**src/rtl/vga_sync_out.sv**
```systemverilog
// ---------------------------------------------------------------------------
// vga_sync_out
//   VGA timing generator and output stage for the object renderers.
//   A clock divider produces one pixel tick every CLK_DIV clk cycles. The
//   col/row scan counters advance on that tick, and every renderer consumes
//   them. The raw hsync/vsync/video-on decodes are delayed by the renderer
//   latency (PIPE_DELAY ticks), so they line up with the composited pixel
//   that comes back. The output stage then registers sync and colour onto
//   the pins, with colour blanked outside the active area.
//
// Ports
//   clk          system clock
//   rst          synchronous active-high reset
//   col, row     current scan position (10 bit), registered
//   pix_tick     high in the clk cycle at whose end col/row advance
//   frame_start  one-clk pulse in the first cycle of col==0,row==0
//   pixel_in     composited {R,G,B}, valid PIPE_DELAY ticks after its col/row
//   hs, vs       sync outputs, active low
//   r, g, b      4-bit VGA colour
//
// The totals must not exceed 1024, CLK_DIV must be in 1..16, and
// PIPE_DELAY must be in 0..7.
// ---------------------------------------------------------------------------
module vga_sync_out #(
  parameter int H_ACTIVE   = 640,
  parameter int H_FP       = 16,
  parameter int H_SYNC     = 96,
  parameter int H_BP       = 48,
  parameter int V_ACTIVE   = 480,
  parameter int V_FP       = 10,
  parameter int V_SYNC     = 2,
  parameter int V_BP       = 33,
  parameter int CLK_DIV    = 4,
  parameter int PIPE_DELAY = 2
) (
  input  logic        clk,
  input  logic        rst,
  output logic [9:0]  col,
  output logic [9:0]  row,
  output logic        pix_tick,
  output logic        frame_start,
  input  logic [11:0] pixel_in,
  output logic        hs,
  output logic        vs,
  output logic [3:0]  r,
  output logic [3:0]  g,
  output logic [3:0]  b
);

  localparam int H_TOTAL = H_ACTIVE + H_FP + H_SYNC + H_BP;
  localparam int V_TOTAL = V_ACTIVE + V_FP + V_SYNC + V_BP;

  // Sized copies of the timing points, so that every compare against the
  // 10-bit counters is width-matched.
  localparam logic [3:0] DIV_LAST = 4'(CLK_DIV - 1);
  localparam logic [9:0] H_LAST   = 10'(H_TOTAL - 1);
  localparam logic [9:0] V_LAST   = 10'(V_TOTAL - 1);
  localparam logic [9:0] H_ACT    = 10'(H_ACTIVE);
  localparam logic [9:0] V_ACT    = 10'(V_ACTIVE);
  localparam logic [9:0] HS_START = 10'(H_ACTIVE + H_FP);
  localparam logic [9:0] HS_END   = 10'(H_ACTIVE + H_FP + H_SYNC);
  localparam logic [9:0] VS_START = 10'(V_ACTIVE + V_FP);
  localparam logic [9:0] VS_END   = 10'(V_ACTIVE + V_FP + V_SYNC);

  // One slice of the timing that travels alongside a pixel.
  typedef struct packed {
    logic hs;
    logic vs;
    logic von;
  } timing_t;

  localparam timing_t TIMING_IDLE = '{hs: 1'b1, vs: 1'b1, von: 1'b0};

  logic [3:0] div;
  logic       line_end;
  logic       frame_end;
  timing_t    t_raw;
  timing_t    t_dly;

  // ---------------------------------------------------------------- divider
  // The tick is decoded from the registered div. With CLK_DIV=1, div stays
  // at 0, so the tick is high in every cycle.
  assign pix_tick = (div == DIV_LAST);

  // NOTE: state updates in always_ff use non-blocking (<=) so every flop
  // samples the pre-edge value of its neighbours, regardless of block order.
  always_ff @(posedge clk) begin
    if (rst)           div <= '0;
    else if (pix_tick) div <= '0;
    else               div <= div + 4'd1;
  end

  // --------------------------------------------------------- scan counters
  assign line_end  = (col == H_LAST);
  assign frame_end = line_end && (row == V_LAST);

  always_ff @(posedge clk) begin
    if (rst) begin
      col <= '0;
      row <= '0;
    end else if (pix_tick) begin
      if (line_end) begin
        col <= '0;
        row <= (row == V_LAST) ? 10'd0 : row + 10'd1;
      end else begin
        col <= col + 10'd1;
      end
    end
  end

  // ------------------------------------------------------------ raw decode
  assign t_raw.von = (col < H_ACT) && (row < V_ACT);
  assign t_raw.hs  = !((col >= HS_START) && (col < HS_END));
  assign t_raw.vs  = !((row >= VS_START) && (row < VS_END));

  // ------------------------------------------------------- alignment delay
  // The timing is delayed by the renderer latency, so that it is consumed
  // together with the pixel that was computed for the same position.
  if (PIPE_DELAY == 0) begin : g_bypass
    assign t_dly = t_raw;
  end else begin : g_pipe
    timing_t stage [PIPE_DELAY];

    // NOTE: this short delay line is built from flops, not RAM, so resetting
    // it is cheap. The reset also makes sure that the first ticks after
    // reset emit idle sync and blank video rather than stale timing.
    always_ff @(posedge clk) begin
      if (rst) begin
        for (int i = 0; i < PIPE_DELAY; i++) stage[i] <= TIMING_IDLE;
      end else if (pix_tick) begin
        stage[0] <= t_raw;
        for (int i = 1; i < PIPE_DELAY; i++) stage[i] <= stage[i-1];
      end
    end

    assign t_dly = stage[PIPE_DELAY-1];
  end

  // ----------------------------------------------------------- output stage
  // Outputs move only on pixel ticks. pixel_in is therefore free to change
  // between ticks.
  always_ff @(posedge clk) begin
    if (rst) begin
      hs          <= 1'b1;
      vs          <= 1'b1;
      {r, g, b}   <= 12'h000;
      frame_start <= 1'b0;
    end else begin
      // The counters wrap to 0,0 on this same edge, so the pulse lands in
      // the first cycle of the new frame.
      frame_start <= pix_tick && frame_end;
      if (pix_tick) begin
        hs        <= t_dly.hs;
        vs        <= t_dly.vs;
        {r, g, b} <= t_dly.von ? pixel_in : 12'h000;
      end
    end
  end

endmodule

```
**config.mk**
```make
export PLATFORM = sky130hd
export DESIGN_NAME = vga_sync_out
export DESIGN_NICKNAME = d
export VERILOG_FILES = /design/src/rtl/vga_sync_out.sv
export SDC_FILE = /design/constraint.sdc
export NUM_CORES = 1
export LEC_CHECK = 0
export CAP_MARGIN = 15
export CORE_MARGIN = 4
export CORE_UTILIZATION = 48
export CTS_BUF_LIST = sky130_fd_sc_hd__clkbuf_16
export DETAILED_ROUTE_END_ITERATION = 16
export PLACE_DENSITY = 0.79
export RECOVER_POWER = 50
export SYNTH_ARGS = -nofsm -noshare
export SYNTH_HDL_FRONTEND = slang
export SYNTH_SLANG_ARGS = --single-unit
```
**constraint.sdc**
```tcl
create_clock -name clk -period 2.55 [get_ports clk]
set_input_delay 0.51 -clock clk [delete_from_list [all_inputs] [get_ports clk]]
set_output_delay 0.51 -clock clk [all_outputs]
set_load 0.01 [all_outputs]
```
==> results of run 1 <==
worst max-delay path, stage by stage, from the launching register on:
cell	delay (ps)
sky130_fd_sc_hd__dfxtp_1	350
sky130_fd_sc_hd__ha_1	180
sky130_fd_sc_hd__or3b_1	470
sky130_fd_sc_hd__clkinv_8	130
sky130_fd_sc_hd__clkdlybuf4s50_1	540
synthesized netlist by cell type, drive strengths merged, types with 5 or more instances:
cell type	instances	area, sq um
a21oi	9	48.80
a22o	12	105.1
buf	6	42.54
dfxtp	39	780.8
edfxtp	6	180.2
ha	5	62.56
inv	6	22.52
nand2	15	56.30
nand3	11	55.05
nand4	9	71.32
nor2	14	52.55
nor3	6	41.29
o21ai	6	30.03
or3	7	43.79
or4	5	41.29
xnor2	5	43.79
xor2	6	52.55
logic make-up (layout without fill, tap and decap cells):
family	after synthesis	after routing	share of synthesized area (%)
XOR/XNOR	11	11	4.980
AND/OR/NAND/NOR	84	84	24.97
adder cells (fa/ha/maj)	5	5	3.234
buffers and inverters	17	67	4.980
AO/OA/AOI/OAI	33	33	12.16
flip-flops	45	45	49.68
cell usage in the layout, fill, tap and decap left out, types with 7 or more instances in the layout:
cell,Yosys,layout
sky130_fd_sc_hd__dfxtp_1,39,39
sky130_fd_sc_hd__dlygate4sd3_1,0,25
sky130_fd_sc_hd__clkdlybuf4s50_1,0,24
sky130_fd_sc_hd__nand2_1,15,15
sky130_fd_sc_hd__nor2_1,14,14
sky130_fd_sc_hd__a22o_1,12,12
sky130_fd_sc_hd__nand3_1,11,11
sky130_fd_sc_hd__nand4_1,8,8
sky130_fd_sc_hd__a21oi_1,8,8
sky130_fd_sc_hd__or3_1,7,7
metal layers:
layer	global-route usage, %	wire [um]	vias to the layer above	share of wire, %
li1	-	-	808	-
met1	24.06	2024	747	49
met2	23.37	1896	36	45
met3	4.628	211	7	5.1
met4	5.637	38	0	0.91
met5	0	0	-	0
metrics by stage:
step	util, %	setup WS [ps]
floorplan	-	680.9
global placement	64.96	413.7
detailed placement	64.96	393.8
CTS	69.87	70.84
global route	69.67	23.77
finish	69.67	89.44
state kept, by name, summed over array words and instances (netlist names):
register      flops
g_pipe.stage      6
frame_start       1
b                 4
vs                1
row              10
div               4
r                 4
hs                1
g                 4
col              10
how the worst max path moves through the flow:
stage,endpoint,cells past startpoint,start
after floorplan,row[4],8,div[0]
after global placement,pix_tick,4,div[0]
after detailed placement,pix_tick,4,div[0]
after CTS,pix_tick,4,div[0]
after global routing,pix_tick,4,div[0]
final,pix_tick,4,div[0]
layout make-up:
type / instances / area [sq um] / area share, %
Inverter: 7 / 38.79 / 1.476
Timing Repair Buffer: 52 / 505.5 / 19.24
Clock inverter: 2 / 35.03 / 1.333
Sequential cell: 45 / 960.9 / 36.57
Tap cell: 48 / 60.06 / 2.286
Clock buffer: 6 / 150.1 / 5.714
Multi-Input combinational cell: 133 / 877.1 / 33.38
where the power goes:
group	internal, W	switching (W)
clock network	0.000519	0.000258
registers	0.000733	0.00000847
logic	0.0000434	0.0000442
==> out/metrics.sh, run 1 <==
OUTCOME='complete, no violations'
MIN_PERIOD_OVER_PERIOD_PCT=96.49
AREA_GROWTH_FROM_SYNTHESIS_TO_FINAL_LAYOUT_PCT=35.83
DPL-INSTANCE-AREA_SQ_MM=0.002450
FIN_CRIT_PS=2461
REG2REG_SLACK_PS=320
CTS.ROOT.BUFFER_CELL='sky130_fd_sc_hd__clkbuf_16'
DETAIL_ROUTE.FIRST_PASS.ITERATIONS=4
VIAS=1598
POSTSYNTHREGISTERBITS=45
YS_TYPES=37
WORSTMARGINPINSLEW_PS=562.0
NFILLCELLS=290
GRT_SETUP_UNREPAIRED='false'
REG2REG_FROM='div[0]'
LAYOUT_CELL_SHARE_WITH_DRIVE_STRENGTH_BEYOND_1_PCT=6.531
INSERTEDDIODECOUNT=0
IO_BUFFER_COUNT=49
CLOCKBUFFERDEPTH=2
CTS_SINKS=45
SYNTH-WARNING-COUNT=0
TIMING_WORST_SETUP_PATH_TYPE='reg2out'
GRT_ANTENNA_BEFORE_REPAIR=0
REG2REGPATHDEPTH=6
SYNTH_FF_TYPE='sky130_fd_sc_hd__dfxtp_1'
FINAL_CELL_AREA_SQ_MM=0.002628
PLACED_CELL_COUNT=285
WORSTHOLDSTART='div[0]'
FINALPOWER_W=0.001607
POSTSYNTHAREAPERCELL_SQ_UM=9.920
ASYNC_RESET_FF_SHARE_PCT=0
WORST_SETUP_SKEW_AFTER_LAYOUT_PS=3.471
CORE-AREA_SQ_MM=0.003771
GR-TOTAL-OVERFLOW=0
CTS_HTREE_LEVELS=2
SYNTH_CELLS=195
REPORT.FINAL.SETUP_VIOL=0
RR_ENDPOINT='b[1]'
LEAKAGEPOWER_nW=1.010
MAX-VDD-IR-DROP_uV=364.8
YS_SEQ_AREA_SHARE_PCT=49.68
POSTCTSHOLDBUFS=0
HOLDPATHSTAGES=1
WORSTSETUPSTARTPOINTTYPE='register'
CLK_PIN_SLEW_WORST_PATHS_PS=60
CORE.ROWCOUNT=22
MAXSLEWVIOLCOUNT=0
TOTALWIRELENGTH_UM=4171
ROUTABILITYCONGESTION=0.8039
SLEW-LIMIT-HEADROOM_PCT=62.53
INSERTION_DELAY_PS=280
DIE_AREA_SQ_MM=0.005109
POST-ROUTE-DRC-COUNT=0
CP_DATA_REQUIRED_TIME_PS=2040
GRT_START_MAX_NET_PINS=15
WORST-PATH-MAX-FANOUT=14
HOLD_WS_PS=443.9
TIMING.FMAX_MHz=406.4
IO_PINS=50
VIAS_IN_THE_FIRST_GLOBAL_ROUTE=1434
NUMBER_OF_CTS_INSERTED_BUFFERS=5
DIE_X_UM=71.48
DIE_Y_UM=71.48
GRT_USE_TOTAL_PCT=16.53
POSTCTSSETUPREPAIRBUFS=0
INITIALDRTVIOLATIONCOUNT=135
POWERDENSITY_mW_PER_MM2=611.5
TIMING.FINAL.HOLD_VIOLATIONS=0
ARRIVAL_PS=1950
SYN-CELL-AREA_SQ_MM=0.001934
START_UTIL_PCT=51.29
CRIT_PATH_END_KIND='primary output'
WORSTHOLDPATHTYPE='reg2reg'
FINAL_ANTENNA_NET_COUNT=0
AVGROUTEDWIREPERCELL_UM=14.24
SYNTH-EDFF-COUNT=6
GRT_FIRST_PASS_WIRELENGTH_UM=6803
STDCELL_COUNT=293
FIN_NETS=263
POSTSYNTHNETCOUNT=214
HOLD_PATH_END='div[0]'
TRITONCTS='done'
ROUTED_VIA_DENSITY=5.454
CTS.REPAIR.RESIZED=0
SETUP_TOTAL_NEGATIVE_SLACK_PS=0
DRV.MAX_CAP_VIOLATION_COUNT=0
DP_HPWL_UM=3006
Power figures use the tool's default switching activity.
==> run 2: changes to the inputs <==
--- a/config.mk
+++ b/config.mk
@@ -10,8 +10,9 @@
 export CORE_UTILIZATION = 48
 export CTS_BUF_LIST = sky130_fd_sc_hd__clkbuf_16
 export DETAILED_ROUTE_END_ITERATION = 16
+export HOLD_SLACK_MARGIN = 0.05
 export PLACE_DENSITY = 0.79
-export RECOVER_POWER = 50
+export RECOVER_POWER = 100
 export SYNTH_ARGS = -nofsm -noshare
 export SYNTH_HDL_FRONTEND = slang
 export SYNTH_SLANG_ARGS = --single-unit
==> run 2 against run 1 <==
Compared with the run above:
- total power barely moved
- via count fell by 0.13%
- critical endpoint unchanged
- critical path type unchanged
- clock skew increased by 0.83 ps
- routed wire length is essentially flat
- non-clock buffer count stayed put
- first-iteration DRC count fell by 0.74%
- design area shrank 0.71%
- hold slack barely moved
- setup slack gained 3.5 ps
- utilization decreased by 0.50 points
- register-to-register slack lost 180 ps
- sequential cell count unchanged
==> out/metrics.sh, run 2 (synthesized netlist as in run 1, its figures left out) <==
INSERTION_DELAY_PS=280  # about the same
LEAKAGEPOWER_nW=1.032  # +2.1%
INITIALDRTVIOLATIONCOUNT=134  # -0.74%
DIE_X_UM=71.48  # unchanged
REPORT.FINAL.SETUP_VIOL=0  # unchanged
GRT_ANTENNA_BEFORE_REPAIR=0  # unchanged
WORSTMARGINPINSLEW_PS=570.2  # +8.238 ps
CRIT_PATH_TOP_DELAY_CELL='sky130_fd_sc_hd__clkdlybuf4s50_1'
SLEW-LIMIT-HEADROOM_PCT=61.99  # -0.55 points
CLK_PIN_SLEW_WORST_PATHS_PS=60  # about the same
DETAIL_ROUTE.FIRST_PASS.ITERATIONS=4  # unchanged
CP_DATA_REQUIRED_TIME_PS=2040  # about the same
GRT_USE_TOTAL_PCT=16.53  # unchanged
OUTCOME='complete, no violations'
CP-ENDPOINT='pix_tick'
CRITICAL_PATH_CELL_COUNT=4  # unchanged
NET_SWITCHING_POWER_OF_THE_DESIGN_W=0.0003122  # +0.37%
DRV.MAX_CAP_VIOLATION_COUNT=0  # unchanged
CRIT_PATH_END_KIND='primary output'
AVGROUTEDWIREPERCELL_UM=14.23  # about the same
ROUTABILITYCONGESTION=0.8039  # unchanged
FINAL_ANTENNA_NET_COUNT=0  # unchanged
POSTCTSHOLDBUFS=0  # unchanged
POWER.SHARE.CLOCK_PCT=48.5  # about the same
VIAS_IN_THE_FIRST_GLOBAL_ROUTE=1434  # unchanged
CTS_HTREE_LEVELS=2  # unchanged
WORST-PATH-MAX-FANOUT=14  # unchanged
WORSTSETUPSTARTPOINTTYPE='register'
CORE.ROWCOUNT=22  # unchanged
WORST_SETUP_SKEW_AFTER_LAYOUT_PS=4.297  # +0.8259 ps
NUMBER_OF_CTS_INSERTED_BUFFERS=5  # unchanged
DP_HPWL_UM=3006  # unchanged
CTS.ROOT.BUFFER_CELL='sky130_fd_sc_hd__clkbuf_16'
WORSTPATHCELLLIST='ha_1 > or3b_1 > clkinv_8 > clkdlybuf4s50_1'
MAXSLEWVIOLCOUNT=0  # unchanged
SW_FRAC_OF_TOTAL_PCT=19.42  # +0.064 points
GRT_FIRST_PASS_WIRELENGTH_UM=6803  # unchanged
DIE_Y_UM=71.48  # unchanged
HOLD_WS_PS=444.2  # +0.2740 ps
TIMING.FMAX_MHz=407.0  # +0.14%
POST-ROUTE-DRC-COUNT=0  # unchanged
REG2REG_FROM='div[0]'
LAYOUT_COMMON_CELLS='sky130_fd_sc_hd__dfxtp_1 (39), sky130_fd_sc_hd__dlygate4sd3_1 (36), sky130_fd_sc_hd__nand2_1 (15)'
CRITICAL-PATH-TOP-DELAY-FAMILY='buffers and inverters'
POSTCTSSETUPREPAIRBUFS=0  # unchanged
CORE-AREA_SQ_MM=0.003771  # unchanged
NFILLCELLS=291  # +0.34%
CTS.REPAIR.RESIZED=0  # unchanged
TIMING_WORST_SETUP_PATH_TYPE='reg2out'
IO_PINS=50  # unchanged
MAX-VDD-IR-DROP_uV=360.0  # -1.3%
ARRIVAL_PS=1950  # about the same
IO_BUFFER_COUNT=49  # unchanged
GATE_POWER_SHARE_PCT=5.4  # about the same
PLACED_CELL_COUNT=285  # unchanged
VIAS=1596  # -0.13%
LARGESTREGISTERS='col x10, row x10, g_pipe.stage x6'
GRT_START_MAX_NET_PINS=15  # unchanged
REG2REG_SLACK_PS=140  # -180 ps
CLOCKBUFFERDEPTH=2  # unchanged
MOST_COMMON_CELL_AFTER_LAYOUT_FILL_AND_TAPS_ASIDE='sky130_fd_sc_hd__dfxtp_1'
TRITONCTS='done'
SETUP_TOTAL_NEGATIVE_SLACK_PS=0  # unchanged
POWERDENSITY_mW_PER_MM2=616.1  # +0.76%
LAYOUT_CELL_SHARE_WITH_DRIVE_STRENGTH_BEYOND_1_PCT=5.714  # -0.82 points
FIN_NETS=263  # unchanged
CRITPATHBUFINV=2  # unchanged
INSERTEDDIODECOUNT=0  # unchanged
RR_ENDPOINT='row[9]'
TIMING.FINAL.HOLD_VIOLATIONS=0  # unchanged
SEQUENTIAL_SHARE_OF_POWER_PCT=46.1  # about the same
FIN_CRIT_PS=2457  # -3.455 ps
CELLINTERNALPOWER_W=0.001295  # about the same
TOTALWIRELENGTH_UM=4169  # about the same
WORSTHOLDPATHTYPE='reg2reg'
AREA_GROWTH_FROM_SYNTHESIS_TO_FINAL_LAYOUT_PCT=34.86
START_UTIL_PCT=51.29  # unchanged
CTS_SINKS=45  # unchanged
DIE_AREA_SQ_MM=0.005109  # unchanged
REG2REGPATHDEPTH=6  # unchanged
SLOWEST_STAGE_DELAY_CP_PS=540  # about the same
WORSTSETUPSTARTPOINT='div[0]'
MIN_PERIOD_OVER_PERIOD_PCT=96.36  # -0.14 points
GRT_SETUP_UNREPAIRED='false'
ROUTED_VIA_DENSITY=5.447  # -0.13%
STDCELL_COUNT=293  # unchanged
GR-TOTAL-OVERFLOW=0  # unchanged
-- run 2: worst min-delay path by stage --
stage	start	to	slack, ps	depth (start not counted)
floorplan	div[0]	div[0]	420	1
CTS	div[0]	div[0]	450	1
global placement	div[0]	div[0]	430	1
detailed placement	div[0]	div[0]	430	1
global route	div[0]	div[0]	470	1
finish	div[0]	div[0]	440	1
-- run 2: layout make-up --
type                    count  area [sq um]  share of cell area, %
well taps                  48         60.06                  2.302
clock inverters             2         35.03                  1.343
flip-flops and latches     45         960.9                  36.83
repair buffers             52         505.5                  19.38
clock buffers               6         150.1                  5.755
inverters                   7         38.79                  1.487
multi-input cells         133         858.3                  32.90
-- run 2: through the flow --
step / worst slack (ps) / utilization, % / area [sq um] / power [W]
after floorplan: 680.9 / - / 1934 / 0.0008023
after global placement: 413.7 / 64.96 / 2450 / 0.0008490
after detailed placement: 393.8 / 64.96 / 2450 / 0.0008500
after CTS: 70.84 / 69.87 / 2635 / 0.001629
after global routing: 31.69 / 69.18 / 2609 / 0.001659
final: 92.89 / 69.18 / 2609 / 0.001607
-- run 2: power by group through the flow --
stage               sequential, W  clock, W  combinational, W
floorplan                0.000759         0         0.0000437
global placement         0.000757         0         0.0000920
detailed placement       0.000757         0         0.0000929
CTS                      0.000742  0.000794         0.0000930
global route             0.000743  0.000822         0.0000943
finish                   0.000741  0.000780         0.0000866
-- run 2: worst reg2reg max path, delay by kind of cell (launching register included) --
kind | cells | cell delay [ps]
flops | 1 | 350
simple gates | 3 | 1550
fa+ha+maj | 1 | 180
buf+inv | 1 | 120
compound gates | 1 | 150
-- run 2: per-layer routing --
metal	GRT usage, %	up-vias	part of all wire, %
li1	-	805	-
met1	24.06	751	49
met2	23.37	33	45
met3	4.628	7	4.5
met4	5.637	0	1.3
met5	0	-	0
